File: config.mk
export PLATFORM = sky130hd
export DESIGN_NAME = env_ctrl_regs
export DESIGN_NICKNAME = d
export VERILOG_FILES = /design/src/rtl/env_pkg.sv /design/src/rtl/axil_slave_if.sv /design/src/rtl/env_ctrl_regs.sv
export SDC_FILE = /design/constraint.sdc
export NUM_CORES = 1
export LEC_CHECK = 0
export ABC_AREA = 1
export CAP_MARGIN = 20
export CORE_AREA = 8 8 177 179
export CTS_CLUSTER_SIZE = 30
export DETAILED_ROUTE_END_ITERATION = 8
export DIE_AREA = 0 0 185 187
export PLACE_DENSITY = 0.76
export SYNTH_ARGS = -nofsm -noshare
export SYNTH_HDL_FRONTEND = slang
export SYNTH_HIERARCHICAL = 1
export SYNTH_SLANG_ARGS = --single-unit
File: constraint.sdc
create_clock -name i_clk -period 1.7 [get_ports i_clk]
set_input_delay 0.34 -clock i_clk [delete_from_list [all_inputs] [get_ports i_clk]]
set_output_delay 0.34 -clock i_clk [all_outputs]
set_load 0.1 [all_outputs]
File: src/rtl/env_pkg.sv
// Shared definitions for the CartPole environment control register block:
// register byte offsets, STATUS bit positions, command encodings, state word width
// and the command sequencer state type.
package env_pkg;

  localparam int unsigned DATA_W  = 32;
  localparam int unsigned Q_W     = 32;           // one Q16.16 state word
  localparam int unsigned STATE_W = 4 * Q_W;      // {theta_dot, theta, x_dot, x}

  // Register byte offsets
  localparam int unsigned OFF_CTRL      = 'h00;
  localparam int unsigned OFF_ACTION    = 'h04;
  localparam int unsigned OFF_STATUS    = 'h08;
  localparam int unsigned OFF_STEP_CNT  = 'h0C;
  localparam int unsigned OFF_EP_CNT    = 'h10;
  localparam int unsigned OFF_X         = 'h14;
  localparam int unsigned OFF_X_DOT     = 'h18;
  localparam int unsigned OFF_THETA     = 'h1C;
  localparam int unsigned OFF_THETA_DOT = 'h20;
  localparam int unsigned OFF_VERSION   = 'h24;
  localparam int unsigned OFF_SCRATCH   = 'h28;

  // CTRL bit positions
  localparam int unsigned CTRL_RESET = 0;
  localparam int unsigned CTRL_STEP  = 1;
  localparam int unsigned CTRL_CLEAR = 31;

  // STATUS bit positions
  localparam int unsigned STAT_BUSY    = 0;
  localparam int unsigned STAT_DONE    = 1;
  localparam int unsigned STAT_VALID   = 2;
  localparam int unsigned STAT_TIMEOUT = 3;
  localparam int unsigned STAT_DROPPED = 4;

  // Command encodings on o_env_cmd
  localparam logic CMD_STEP  = 1'b0;
  localparam logic CMD_RESET = 1'b1;

  typedef enum logic {
    CS_IDLE = 1'b0,
    CS_REQ  = 1'b1
  } cmd_state_e;

endpackage

File: src/rtl/axil_slave_if.sv
// AXI4-Lite slave handshake front end.
// Write side: accepts one address+data pair at a time (awready/wready pulse together),
// exposes a one-cycle write strobe with word index/data/strobes, then holds bvalid
// until bready. Read side: pulses arready, samples the register mux at the handshake
// edge and holds rvalid/rdata until rready.
// Ports: i_clk/i_rst, AXI-Lite slave channels, o_wr_*_c register write interface,
// o_rd_idx_c/i_rd_data register read mux interface.
module axil_slave_if #(
  parameter int unsigned ADDR_W = 6
) (
  input  logic              i_clk,
  input  logic              i_rst,
  input  logic              i_awvalid,
  output logic              o_awready,
  input  logic [ADDR_W-1:0] i_awaddr,
  input  logic              i_wvalid,
  output logic              o_wready,
  input  logic [31:0]       i_wdata,
  input  logic [3:0]        i_wstrb,
  output logic              o_bvalid,
  input  logic              i_bready,
  output logic [1:0]        o_bresp,
  input  logic              i_arvalid,
  output logic              o_arready,
  input  logic [ADDR_W-1:0] i_araddr,
  output logic              o_rvalid,
  input  logic              i_rready,
  output logic [31:0]       o_rdata,
  output logic [1:0]        o_rresp,
  output logic              o_wr_en_c,
  output logic [ADDR_W-3:0] o_wr_idx_c,
  output logic [31:0]       o_wr_data_c,
  output logic [3:0]        o_wr_strb_c,
  output logic [ADDR_W-3:0] o_rd_idx_c,
  input  logic [31:0]       i_rd_data
);

  logic        awready_q;
  logic        bvalid_q;
  logic        arready_q;
  logic        rvalid_q;
  logic [31:0] rdata_q;
  logic        wr_hs;
  logic        rd_hs;

  // Byte-lane bits of the addresses carry no information for word registers
  logic unused_addr_lsb;
  assign unused_addr_lsb = ^{i_awaddr[1:0], i_araddr[1:0]};

  assign wr_hs = awready_q & i_awvalid & i_wvalid;
  assign rd_hs = arready_q & i_arvalid;

  assign o_wr_en_c   = wr_hs;
  assign o_wr_idx_c  = i_awaddr[ADDR_W-1:2];
  assign o_wr_data_c = i_wdata;
  assign o_wr_strb_c = i_wstrb;
  assign o_rd_idx_c  = i_araddr[ADDR_W-1:2];

  assign o_awready = awready_q;
  assign o_wready  = awready_q;
  assign o_bvalid  = bvalid_q;
  assign o_bresp   = 2'b00;
  assign o_arready = arready_q;
  assign o_rvalid  = rvalid_q;
  assign o_rdata   = rdata_q;
  assign o_rresp   = 2'b00;

  // Ready is a single-cycle pulse; the !ready term stops a second accept of the same beat
  always_ff @(posedge i_clk) begin
    if (i_rst) begin
      awready_q <= 1'b0;
      bvalid_q  <= 1'b0;
      arready_q <= 1'b0;
      rvalid_q  <= 1'b0;
      rdata_q   <= '0;
    end else begin
      awready_q <= i_awvalid & i_wvalid & ~bvalid_q & ~awready_q;
      if (wr_hs) begin
        bvalid_q <= 1'b1;
      end else if (i_bready) begin
        bvalid_q <= 1'b0;
      end

      arready_q <= i_arvalid & ~rvalid_q & ~arready_q;
      if (rd_hs) begin
        rvalid_q <= 1'b1;
        rdata_q  <= i_rd_data;
      end else if (i_rready) begin
        rvalid_q <= 1'b0;
      end
    end
  end

endmodule

File: src/rtl/env_ctrl_regs.sv
// CartPole environment control register block.
// Host writes ACTION/CTRL over AXI4-Lite; CTRL commands are sequenced to the
// environment core via a level req / pulse ack handshake with a timeout, and the
// returned state, done flag and step/episode counters are exposed for readback.
// Ports: i_clk/i_rst, AXI-Lite slave (aw/w/b/ar/r), o_env_req/o_env_cmd/o_env_action
// to the core, i_env_ack/i_env_state/i_env_done from the core.
module env_ctrl_regs
  import env_pkg::*;
#(
  parameter int unsigned ADDR_W         = 6,
  parameter int unsigned TIMEOUT_CYCLES = 1024,
  parameter logic [31:0] VERSION        = 32'h4350_0001
) (
  input  logic               i_clk,
  input  logic               i_rst,
  input  logic               i_awvalid,
  output logic               o_awready,
  input  logic [ADDR_W-1:0]  i_awaddr,
  input  logic               i_wvalid,
  output logic               o_wready,
  input  logic [31:0]        i_wdata,
  input  logic [3:0]         i_wstrb,
  output logic               o_bvalid,
  input  logic               i_bready,
  output logic [1:0]         o_bresp,
  input  logic               i_arvalid,
  output logic               o_arready,
  input  logic [ADDR_W-1:0]  i_araddr,
  output logic               o_rvalid,
  input  logic               i_rready,
  output logic [31:0]        o_rdata,
  output logic [1:0]         o_rresp,
  output logic               o_env_req,
  output logic               o_env_cmd,
  output logic               o_env_action,
  input  logic               i_env_ack,
  input  logic [STATE_W-1:0] i_env_state,
  input  logic               i_env_done
);

  localparam int unsigned IDX_W = ADDR_W - 2;
  localparam int unsigned TMO_W = (TIMEOUT_CYCLES > 1) ? $clog2(TIMEOUT_CYCLES) : 1;
  localparam logic [TMO_W-1:0] TMO_LAST = TMO_W'(TIMEOUT_CYCLES - 1);

  logic             wr_en_c;
  logic [IDX_W-1:0] wr_idx_c;
  logic [31:0]      wr_data_c;
  logic [3:0]       wr_strb_c;
  logic [IDX_W-1:0] rd_idx_c;
  logic [31:0]      rd_data_c;
  logic [31:0]      status_c;

  cmd_state_e          state_q;
  logic [TMO_W-1:0]    tmo_cnt_q;
  logic                env_req_q;
  logic                env_cmd_q;
  logic                env_action_q;
  logic                action_q;
  logic [31:0]         scratch_q;
  logic [31:0]         step_cnt_q;
  logic [31:0]         ep_cnt_q;
  logic [3:0][Q_W-1:0] env_state_q;
  logic                done_q;
  logic                valid_q;
  logic                timeout_q;
  logic                dropped_q;

  logic ctrl_wr_c;
  logic cmd_reset_c;
  logic cmd_step_c;
  logic cmd_clear_c;

  axil_slave_if #(.ADDR_W(ADDR_W)) u_axil (
    .i_clk       (i_clk),
    .i_rst       (i_rst),
    .i_awvalid   (i_awvalid),
    .o_awready   (o_awready),
    .i_awaddr    (i_awaddr),
    .i_wvalid    (i_wvalid),
    .o_wready    (o_wready),
    .i_wdata     (i_wdata),
    .i_wstrb     (i_wstrb),
    .o_bvalid    (o_bvalid),
    .i_bready    (i_bready),
    .o_bresp     (o_bresp),
    .i_arvalid   (i_arvalid),
    .o_arready   (o_arready),
    .i_araddr    (i_araddr),
    .o_rvalid    (o_rvalid),
    .i_rready    (i_rready),
    .o_rdata     (o_rdata),
    .o_rresp     (o_rresp),
    .o_wr_en_c   (wr_en_c),
    .o_wr_idx_c  (wr_idx_c),
    .o_wr_data_c (wr_data_c),
    .o_wr_strb_c (wr_strb_c),
    .o_rd_idx_c  (rd_idx_c),
    .i_rd_data   (rd_data_c)
  );

  assign o_env_req    = env_req_q;
  assign o_env_cmd    = env_cmd_q;
  assign o_env_action = env_action_q;

  // CTRL pulses; each bit needs its byte lane strobed
  assign ctrl_wr_c   = wr_en_c && (wr_idx_c == IDX_W'(OFF_CTRL / 4));
  assign cmd_reset_c = ctrl_wr_c & wr_data_c[CTRL_RESET] & wr_strb_c[0];
  assign cmd_step_c  = ctrl_wr_c & wr_data_c[CTRL_STEP]  & wr_strb_c[0];
  assign cmd_clear_c = ctrl_wr_c & wr_data_c[CTRL_CLEAR] & wr_strb_c[3];

  always_comb begin
    status_c               = '0;
    status_c[STAT_BUSY]    = (state_q == CS_REQ);
    status_c[STAT_DONE]    = done_q;
    status_c[STAT_VALID]   = valid_q;
    status_c[STAT_TIMEOUT] = timeout_q;
    status_c[STAT_DROPPED] = dropped_q;
  end

  // Read mux; sampled by the slave at the read handshake edge (pre-update values)
  always_comb begin
    rd_data_c = '0;
    case (rd_idx_c)
      IDX_W'(OFF_ACTION / 4):    rd_data_c = {31'b0, action_q};
      IDX_W'(OFF_STATUS / 4):    rd_data_c = status_c;
      IDX_W'(OFF_STEP_CNT / 4):  rd_data_c = step_cnt_q;
      IDX_W'(OFF_EP_CNT / 4):    rd_data_c = ep_cnt_q;
      IDX_W'(OFF_X / 4):         rd_data_c = env_state_q[0];
      IDX_W'(OFF_X_DOT / 4):     rd_data_c = env_state_q[1];
      IDX_W'(OFF_THETA / 4):     rd_data_c = env_state_q[2];
      IDX_W'(OFF_THETA_DOT / 4): rd_data_c = env_state_q[3];
      IDX_W'(OFF_VERSION / 4):   rd_data_c = VERSION;
      IDX_W'(OFF_SCRATCH / 4):   rd_data_c = scratch_q;
      default:                   rd_data_c = '0;
    endcase
  end

  // Register file and command sequencer
  always_ff @(posedge i_clk) begin
    if (i_rst) begin
      state_q      <= CS_IDLE;
      tmo_cnt_q    <= '0;
      env_req_q    <= 1'b0;
      env_cmd_q    <= CMD_STEP;
      env_action_q <= 1'b0;
      action_q     <= 1'b0;
      scratch_q    <= '0;
      step_cnt_q   <= '0;
      ep_cnt_q     <= '0;
      env_state_q  <= '0;
      done_q       <= 1'b0;
      valid_q      <= 1'b0;
      timeout_q    <= 1'b0;
      dropped_q    <= 1'b0;
    end else begin
      if (wr_en_c && (wr_idx_c == IDX_W'(OFF_ACTION / 4)) && wr_strb_c[0]) begin
        action_q <= wr_data_c[0];
      end
      if (wr_en_c && (wr_idx_c == IDX_W'(OFF_SCRATCH / 4))) begin
        for (int b = 0; b < 4; b++) begin
          if (wr_strb_c[b]) scratch_q[8*b +: 8] <= wr_data_c[8*b +: 8];
        end
      end

      // Clear comes first so a drop in the same write still lands
      if (cmd_clear_c) begin
        timeout_q <= 1'b0;
        dropped_q <= 1'b0;
      end

      case (state_q)
        CS_IDLE: begin
          if (cmd_reset_c || cmd_step_c) begin
            state_q      <= CS_REQ;
            env_req_q    <= 1'b1;
            env_cmd_q    <= cmd_reset_c ? CMD_RESET : CMD_STEP;
            env_action_q <= action_q;
            tmo_cnt_q    <= '0;
            // Reset wins over a simultaneous step
            if (cmd_reset_c && cmd_step_c) dropped_q <= 1'b1;
          end
        end
        CS_REQ: begin
          if (cmd_reset_c || cmd_step_c) dropped_q <= 1'b1;
          if (i_env_ack) begin
            state_q     <= CS_IDLE;
            env_req_q   <= 1'b0;
            env_state_q <= i_env_state;
            done_q      <= i_env_done;
            valid_q     <= 1'b1;
            if (env_cmd_q == CMD_RESET) begin
              step_cnt_q <= '0;
              if (ep_cnt_q != '1) ep_cnt_q <= ep_cnt_q + 32'd1;
            end else begin
              step_cnt_q <= step_cnt_q + 32'd1;
            end
          end else if (tmo_cnt_q == TMO_LAST) begin
            state_q   <= CS_IDLE;
            env_req_q <= 1'b0;
            timeout_q <= 1'b1;
          end else begin
            tmo_cnt_q <= tmo_cnt_q + TMO_W'(1);
          end
        end
        default: begin
          state_q   <= CS_IDLE;
          env_req_q <= 1'b0;
        end
      endcase
    end
  end

endmodule

==> impl_metrics.yaml <==
clock_network:
  ctsHoldBuffers: 0
  cts_tree: "done"
  numCtsBuffers: 31
  clock_sinks: 279
  htree_levels: 1
  cts.clk_slew.worst_paths_ns: 0.06
  clk_path_buf_depth: 3
  clockRootBuffer: "clkbuf_16"
  clock_latency_ns: 0.59
finish:
  drive_above_1_share_pct: 16.4
  fillerInstances: 2442
  post-route-util_pct: 66.9
  synthToLayoutAreaGrowth_pct: 38.7
  fin_nets: 2551
worst_setup_path:
  critical_path_class: "register to primary output"
  endpoint_kind: "primary output"
  cp_cell_sequence: "buf_12"
  cp_data_required_time_ns: 1.36
  worstPathArrival_ns: 1.31
  cp_slowest_stage_delay_ns: 0.50
  critPathTopFamily: "flip-flops"
  startpoint_type: "register"
  crit_path_max_fanout: 2
  cpMaxStageDelayCell: "dfxtp_1"
  path_buf_inv: 1
synth:
  seq_area_frac_synth_pct: 40.7
  synth_edf_count: 0
  netlist_area_sq_um: 13700
  async_reset_ff_share_pct: 0
  synth_cell_types: 50
  yosys_register_bits: 279
  syn_area_per_cell_sq_um: 6.67
  synth_top_flop_cell: "dfxtp_1"
  netlist_instances: 2056
  yosys_warnings: 6
place:
  post-place-ws_ns: -0.669
  hpwl_mm: 41.2
  io_buffers: 220
  gp_congestion: 0.983
floorplanning:
  core_area_sq_um: 28400
  die_x_um: 185
  die_y_um: 187
  row_count: 62
  dieArea_sq_um: 34600
  io_pins: 229
  start_util_pct: 48.3
route:
  drtIter0Drc: 1439
  num_vias: 14900
  ant_nets: 0
  wire_per_inst_um: 19.3
  post-route-drc-count: 0
  first_pass_iters: 6
  wl_mm: 53.5
  viasPerCell: 5.37
global_routing:
  grtUsageMet2_pct: 48.5
  antenna_found_initial: 2
  grt_pass1_wl_mm: 80.9
  met1_usage_pct: 36.2
  grt_use_total_pct: 29.6
  grt_pass1_vias: 14200
  use_met3_pct: 6.25
  grt_max_degree: 75
  top_usage_layer: "met2"
  grt_remaining_overflow: 0
outcome:
  status: "finished clean"
run:
  cap_violations: 0
sta:
  period_share_pct: 97.3
  hold_viol: 0
  layout_setup_ws_ns: 0.0466
  fin_skew_ns: 0.0160
  whs_ns: 0.345
  finalSetupViolations: 0
  report.final.slew_viol_count: 0
  period_minus_slack_ns: 1.65
  maxSlewHeadroom_pct: 59.3
  worstMarginPinSlew_ns: 0.610
  fmax_ghz: 0.605
power:
  irDropWorstVdd_uv: 775
  leakage_nw: 7.54
  power_density_nw_per_um2: 819
min_path:
  hold_class: "input port to register"
==> metal layers <==
metal  vias up  wire length (um)
li1       7130                 -
met1      6837             20900
met2       729             24500
met3       177              4980
met4         2              3130
met5         -                11
==> through the flow <==
stage / instance area [sq um] / std cells / TNS (ns) / power (mW)
floorplan: 13700 / 2059 / -0.00765 / 7.50
global placement: 17600 / 2709 / -79.29 / 8.28
detailed placement: 17600 / 2709 / -84.69 / 8.29
CTS: 18800 / 2764 / 0 / 15.5
global route: 19000 / 2770 / -0.00854 / 15.9
finish: 19000 / 2770 / 0 / 15.6
==> cell families after synthesis <==
group	count (synthesis)	synth area share, %
xor gates and xnor gates	12	0.767
buffers and inverters	354	11.8
and+or+nand+nor	1006	30.2
adders and majority gates	3	0.274
AOI/OAI and AO/OA	401	16.2
other	1	0.0274
DFF	279	40.7
==> repair_timing <==
action                                  in CTS  in global routing
gates cloned                                 0                  2
pin swaps                                    2                 13
gates resized for setup                     10                 53
setup buffers                                0                  3
endpoints found under the setup margin       9                 74
==> where the power goes <==
| part | switching [mW] | internal (mW) |
|---|---|---|
| Combinational | 0.829 | 0.717 |
| Sequential | 0.0632 | 6.58 |
| Clock | 2.87 | 4.51 |
==> sequential cells by signal, summed over array words and instances (netlist names), 10 cells and up <==
signal,count
tmo_cnt_q,10
u_axil/o_rdata,32
step_cnt_q,32
scratch_q,32
ep_cnt_q,32
env_state_q,128
==> cell usage after synthesis, drive strengths merged (10+ instances only) <==
library cell    n  area share (%)
o21ai         212             7.7
nand4          27             1.2
nand2         410              12
clkbuf         72             2.0
nor3           16            0.70
dfxtp         279              41
inv           203             5.6
nand3          81             3.1
o22ai          20            0.91
a21oi         123             4.8
a22o           11            0.70
buf            78             4.2
xor2           10            0.64
nor2          460              13
a211oi         18            0.99
==> cells in the final DEF (no fill, tap or decap), drive strengths merged, types with 6 or more instances in the layout <==
cell and n:
clkdlybuf4s50 176, a21oi 123, nand3 81, clkbuf 45, dfxtp 279, nor3 16
nand3b 6, o22ai 20, a22o 11, buf 239, a211oi 18, xor2 10
nand2 410, o21ai 212, inv 202, clkinv 6, nor2 460, nand4 27
bufinv 6
==> path summary, 6_finish.rpt <==
path / slack (ns) / cells past startpoint / from / to
max: 0.05 / 1 / u_axil/o_rdata[31] / o_rdata[31]
min: 0.35 / 3 / i_awvalid / u_axil/o_awready
max reg2reg: 0.09 / 11 / ep_cnt_q[1] / ep_cnt_q[10]
min reg2reg: 0.46 / 2 / scratch_q[27] / scratch_q[27]
==> area by class of cell <==
class / instances / area (sq um) / area share (%)
clock buffer: 43 / 881 / 4.63
antenna: 1 / 2.50 / 0.0132
timing repair buffer: 421 / 4330 / 22.8
clock inverter: 12 / 230 / 1.21
inverter: 204 / 774 / 4.07
tap: 384 / 480 / 2.53
multi-input combinational: 1426 / 6710 / 35.3
sequential: 279 / 5600 / 29.5
(Power assumes the default switching activity.)
